$ cat src/rtl/pipeline_ctrl.sv
// Hazard and sequencing controller for the five-stage pipeline: stalls, flushes
// and memory-wait freezing, plus a memory watchdog and saturating perf counters.
module pipeline_ctrl #(
  parameter int CNT_W       = 16,
  parameter int MEM_TIMEOUT = 255,
  parameter int ADDR_W      = 32
) (
  input  logic              clk,
  input  logic              rst,
  input  logic [4:0]        id_rs,
  input  logic [4:0]        id_rt,
  input  logic              id_uses_rs,
  input  logic              id_uses_rt,
  input  logic              ex_is_load,
  input  logic [4:0]        ex_rd,
  input  logic              ex_branch_taken,
  input  logic [ADDR_W-1:0] ex_branch_target,
  input  logic              mem_req,
  input  logic              mem_ready,
  output logic              write_pc_ir,
  output logic              branch,
  output logic              pc_sel,
  output logic [ADDR_W-1:0] pc_target,
  output logic              id_ex_bubble,
  output logic              ex_mem_hold,
  output logic              mem_err,
  output logic [CNT_W-1:0]  stall_cnt,
  output logic [CNT_W-1:0]  flush_cnt
);

  typedef enum logic {RUN = 1'b0, MEM_WAIT = 1'b1} state_t;

  localparam logic [11:0] TIMEOUT_LAST = 12'(MEM_TIMEOUT - 1);

  state_t            state_q, state_d;
  logic [11:0]       wait_cnt_q, wait_cnt_d;
  logic              mem_err_q, mem_err_d;
  logic              grace_q, grace_d;
  logic [CNT_W-1:0]  stall_cnt_q, stall_cnt_d;
  logic [CNT_W-1:0]  flush_cnt_q, flush_cnt_d;

  logic mem_stall;
  logic load_use;
  logic timeout;

  function automatic logic [CNT_W-1:0] sat_inc(input logic [CNT_W-1:0] v,
                                               input logic en);
    if (en && (v != {CNT_W{1'b1}})) return v + 1'b1;
    return v;
  endfunction

  always_comb begin
    // grace_q marks the cycle after a watchdog fire, where the access counts as done
    mem_stall = mem_req && !mem_ready && !grace_q;
    load_use  = ex_is_load && (ex_rd != 5'd0) &&
                ((id_uses_rs && (id_rs == ex_rd)) || (id_uses_rt && (id_rt == ex_rd)));

    write_pc_ir  = 1'b0;
    branch       = 1'b0;
    pc_sel       = 1'b0;
    id_ex_bubble = 1'b0;
    ex_mem_hold  = 1'b0;
    if (mem_stall) begin
      write_pc_ir = 1'b1;
      ex_mem_hold = 1'b1;
    end else if (ex_branch_taken) begin
      pc_sel       = 1'b1;
      branch       = 1'b1;
      id_ex_bubble = 1'b1;
    end else if (load_use) begin
      write_pc_ir  = 1'b1;
      id_ex_bubble = 1'b1;
    end

    timeout    = (state_q == MEM_WAIT) && mem_stall && (wait_cnt_q == TIMEOUT_LAST);
    state_d    = state_q;
    wait_cnt_d = 12'd0;
    grace_d    = 1'b0;
    mem_err_d  = mem_err_q;
    case (state_q)
      RUN: begin
        if (mem_stall) state_d = MEM_WAIT;
      end
      MEM_WAIT: begin
        if (!mem_stall) begin
          state_d = RUN;
        end else if (timeout) begin
          state_d   = RUN;
          grace_d   = 1'b1;
          mem_err_d = 1'b1;
        end else begin
          wait_cnt_d = wait_cnt_q + 12'd1;
        end
      end
      default: state_d = RUN;
    endcase

    stall_cnt_d = sat_inc(stall_cnt_q, write_pc_ir);
    flush_cnt_d = sat_inc(flush_cnt_q, branch);
  end

  always_ff @(posedge clk or posedge rst) begin
    if (rst) begin
      state_q     <= RUN;
      wait_cnt_q  <= 12'd0;
      mem_err_q   <= 1'b0;
      grace_q     <= 1'b0;
      stall_cnt_q <= '0;
      flush_cnt_q <= '0;
    end else begin
      state_q     <= state_d;
      wait_cnt_q  <= wait_cnt_d;
      mem_err_q   <= mem_err_d;
      grace_q     <= grace_d;
      stall_cnt_q <= stall_cnt_d;
      flush_cnt_q <= flush_cnt_d;
    end
  end

  assign pc_target = ex_branch_target;
  assign mem_err   = mem_err_q;
  assign stall_cnt = stall_cnt_q;
  assign flush_cnt = flush_cnt_q;

endmodule

$ cat config.mk
export PLATFORM = sky130hd
export DESIGN_NAME = pipeline_ctrl
export DESIGN_NICKNAME = d
export VERILOG_FILES = /design/src/rtl/pipeline_ctrl.sv
export SDC_FILE = /design/constraint.sdc
export NUM_CORES = 1
export LEC_CHECK = 0
export ABC_AREA = 1
export BUFFER_PORTS_ARGS = -buffer_cell sky130_fd_sc_hd__buf_2
export CORE_ASPECT_RATIO = 0.9
export CORE_UTILIZATION = 44
export CTS_BUF_LIST = sky130_fd_sc_hd__clkbuf_16
export DETAILED_ROUTE_END_ITERATION = 6
export PLACE_DENSITY = 0.77
export SYNTH_ARGS = -nofsm -noshare
export SYNTH_HDL_FRONTEND = slang
export SYNTH_SLANG_ARGS = --single-unit
$ cat constraint.sdc
create_clock -name clk -period 1.5 [get_ports clk]
set_clock_uncertainty 0.1 [all_clocks]
set_input_delay 0.3 -clock clk [delete_from_list [all_inputs] [get_ports clk]]
set_output_delay 0.3 -clock clk [all_outputs]
set_load 0.01 [all_outputs]
# After elaboration in Yosys (flattened, before gate mapping)
# Cells that the tools add are included.
[word_totals]
inputBits = 55
register_bits = 47
output_inout_bits = 70
wordCells = 51
[op_classes]
bitwise = 1
n_mux = 21
reduce_logical = 15
n_addsub = 3
eq_ne = 5
[ops]
columns = ["cell", "count"]
rows = [
  ["12-bit two-way mux", 3],
  ["16-bit by 1-bit adder with 16-bit output, second input constant", 2],
  ["16-bit two-way mux", 2],
  ["16-bit inequality test, second input constant", 2],
  ["1-bit two-way mux", 15],
  ["12-bit by 1-bit adder with 12-bit output, second input constant", 1],
  ["12-bit by 8-bit == test with 1-bit output, second input constant", 1],
  ["5-bit == test", 2],
  ["1-bit logical AND", 10],
  ["5-bit nonzero test", 1],
  ["3-bit AND reduction", 1],
  ["1-bit logical NOT", 2],
  ["1-bit one-hot mux with 2 select lines", 1],
  ["1-bit logical OR", 1],
  ["1-bit NOT", 1],
]

# Depth between registers and ports, before layout
[logic_depth]
ltp_word = 9
mapped_depth = 12
depth_no_buf = 11

# Least setup slack after synthesis
# Ideal clock, no wire load.
[synth_timing]
kind = "reg-to-reg"
startpoint = "register stall_cnt_q[0], in the netlist stall_cnt[0]"
endpoint = "register stall_cnt_q[0], in the netlist stall_cnt[0]"
arrival_ns = 1.516
stages_incl_launch_ff = 10
path_buffers = 1
required_time_ns = 1.283
setup_slack_ns = -0.233
synth_period_minus_slack_ns = 1.733
setup_time_ns = 0.117
cell_sequence = "dfrtp_1 -> ha_1 -> nand2_1 -> nor3_4 -> nand2_2 -> nor2_4 -> nand2_4 -> buf_6 -> nand3_1 -> nand2_1"
[synth_between]
elab_chain_cells = 3
elab_cells_between_ends = 5
classes_between = "1 x add/sub; 1 x eq/ne; 2 x mux; 1 x reduce/logical"
[synth_rtl]
columns = ["element", "line", "source"]
rows = [
  ["from (decl)", "39", "logic [CNT_W-1:0] stall_cnt_q, stall_cnt_d;"],
  ["from (signal assigned)", "115", "stall_cnt_q <= stall_cnt_d;"],
  ["branches (longest 3 deep; another with 16-bit by 1-bit adder with 16-bit output)", "n/a", ""],
]
# Several ways; the timed one is not identified. The select of a mux whose other input is x is not followed.
# A chain may end at the register's enable or synchronous reset.

# Worst setup path after layout
[layout_timing]
startpoint = "register stall_cnt_q[7], in the netlist stall_cnt[7]"
endpoint = "register stall_cnt_q[5], in the netlist stall_cnt[5]"
[layout_between]
elab_chain_cells = 3
[layout_rtl]
columns = ["element", "line", "source"]
rows = [
  ["16-bit inequality test", "48", "if (en && (v != {CNT_W{1'b1}})) return v + 1'b1;"],
  ["1-bit logical AND", "48", ""],
  ["1-bit two-way mux", "48", ""],
]
# No other way between the ends.

==> impl_metrics.ini <==
[cts]
clk_pin_slew_ns = 0.06
insertion_delay_ns = 0.29
cts_buffers = 5
cts_tree = yes
cts_root_buf = clkbuf_16
htree_num_levels = 2
clock-sinks = 47
max-clock-path-buffers = 2

[flow_run]
cap_viol_max_count = 0

[yosys]
syn_area_per_cell_um2 = 7.31
synth.net_count = 483
ys_seq_area_frac = 0.380
synth_area_leader_cell = dfrtp_1
synth_cell_type_count = 28
yosysTopAreaCellShare = 0.380
synth_edf_count = 0
syn_inst = 424
yosysMostFrequentCell = nand2_1
synth_area_leaders = dfrtp_1, nand2_1, buf_4
yosysWarnings = 0
synthTopCellsByCount = nand2_1, inv_1, dfrtp_1
async_reset_ff_frac = 1.00
synthFlopType = dfrtp_1
ys_ff_latch = 47
syn_area_mm2 = 0.00310

[placed_design]
hpwlAfterDp_um = 5330
dp_slack_ns = -0.223
io_buffers = 60
place.gp.congestion = 0.943

[sta]
max_freq_mhz = 537
drv_slew = 0
rsz0062_at_grt = true
tns_ns = -7.37
slew_headroom = 0.698
period_needed_ns = 1.86
setup_violations = 37
fin_crit_sh = 1.24
hold_violations = 0
tightest_slew_ns = 0.450
fin_ws_ns = -0.363

[worst_setup_path]
cp-start-kind = register
crit_chain = nand2_1, nor3_1, nand2_2, nor2_4, nand2_8, buf_4, nand3_1, nand2_1
worst-r2r-cell-count = 8
cp_data_arrival_time_ns = 1.94
cpMaxStageDelayCell = nor3_1
cp_common_cell = nand2_1
crit_path_max_incr_delay_ns = 0.37
critPathMaxFanout = 9
crit_required_ns = 1.58
cp-end-kind = register
setup.worst_path.class = reg -> reg

[global_route]
grt_max_degree = 48
antenna_found_initial = 0
gr-total-overflow = 0
grt_pass1_wl_um = 13100
grt_pass1_vias = 2961
grt_usage = 0.223

[pwr]
ir_drop_v = 0.00101
combPwrFrac = 0.355
seqPwrFrac = 0.376
internal_power_w = 0.00269
power.density_mw_per_mm2 = 900
swShare = 0.323
p_leak_nw = 2.32
clock_power_share = 0.269
p_switching_w = 0.00128

[route]
wire_per_inst_um = 13.9
vias = 3074
viasPerCell = 4.94
drtPass1Iterations = 4
drt-total-wl_um = 8670
drc = 0
ant_nets = 0
drtIter0Drc = 180

[final_layout]
nNetsFinal = 591
final_layout_size_suffix_gt1_frac = 0.412
fin_util = 0.659
antennaDiodeCount = 0
synthToLayoutAreaGrowth_pct = 42.4

[die]
die_h_um = 81.6
rows = 28
die-area_mm2 = 0.00738
coreArea_mm2 = 0.00669
fp.dieW_um = 90.5
initial_utilization = 0.463
ios = 125

[status]
failed_checks = setup timing
status = complete, but fails checks

[worst_hold_path]
hp-class = reg -> reg
holdPathStages = 1
cell type report:
type | instances | area, µm²
clock buffers | 5 | 125
clock inverters | 2 | 8.76
fillers | 529 | 2280
inverters | 56 | 229
multi-input cells | 284 | 1760
flip-flops and latches | 47 | 1180
well taps | 90 | 113
repair buffers | 137 | 992
repair inverters | 1 | 11.3
worst paths after layout:
| kind | from | slack [ns] | endpoint |
|---|---|---|---|
| max | stall_cnt[7] | -0.36 | stall_cnt[5] |
| min | mem_err | 0.39 | mem_err |
| max reg2reg | stall_cnt[7] | -0.36 | stall_cnt[5] |
| min reg2reg | mem_err | 0.39 | mem_err |
| max in group asynchronous | rst | 0.56 | mem_err |
| min in group asynchronous | rst | 0.51 | flush_cnt[3] |
routing by layer:
layer,global-route usage,vias up,routed length [µm]
li1,-,1489,-
met1,0.264,1461,3530
met2,0.398,97,4450
met3,0.0491,27,441
met4,0.0952,0,256
met5,0,-,0
power by group through the flow:
stage / Sequential, W / Combinational, W / Clock (W)
floorplan: 0.00163 / 0.000519 / 0
global placement: 0.00150 / 0.00107 / 0
detailed placement: 0.00151 / 0.00110 / 0
CTS: 0.00149 / 0.00118 / 0.00108
global route: 0.00150 / 0.00155 / 0.00113
finish: 0.00149 / 0.00141 / 0.00107
logic make-up (layout without fill, tap and decap cells):
group	after synthesis	after routing	synth area share
xor gates and xnor gates	28	28	0.0792
buffers and inverters	96	201	0.168
and+or+nand+nor	240	243	0.339
AOI/OAI and AO/OA	9	9	0.0178
adders and majority gates	4	4	0.0162
DFF	47	47	0.380
worst max-delay path, delay by kind of cell (launching register included):
family        cells  cell delay (ns)
buf+inv           1             0.16
simple gates      7             1.12
flops             1             0.36
cells in the final DEF (no fill, tap or decap), types with 2 or more instances in the layout:
master     count
buf_12         2
nand3_2        9
nor3_2         5
nand2_2       15
xnor2_1       10
nor3_1         7
nor2_4         6
nand2_4        9
buf_4         62
o21ai_2        3
or2_2          2
inv_2          3
a31oi_1        2
nand2_8        4
ha_2           3
nand3_1       21
nand2_1      110
dfrtp_1       47
inv_1         50
nor2_2         5
buf_6         17
clkbuf_16      5
nand4_1        8
buf_2         54
nor3_4         5
o21ai_1        2
xor2_1        17
nor2_1        35
inv_8          3
registers in the layout (all words and copies together) (netlist names):
signal / cells
flush_cnt: 16
state_q: 1
stall_cnt: 16
mem_err: 1
wait_cnt_q: 12
grace_q: 1
through the flow:
stage                     total power, W  cells  hold WS, ns  area [µm²]
after detailed placement         0.00261    588        0.282        3640
after global placement           0.00257    588        0.277        3640
after global routing             0.00418    622        0.412        4410
after floorplan                  0.00215    424        0.223        3130
final                            0.00397    622        0.392        4410
after CTS                        0.00375    606        0.395        4040
what timing repair did:
item | in CTS | in global routing
resized for setup | 37 | 64
hold endpoints to repair | 47 | 0
hold buffers | 1 | 0
pin swaps | 25 | 10
cloned | 2 | 2
setup endpoints to repair | 36 | 49
buffers inserted | 8 | 14
(Power assumes the default switching activity.)
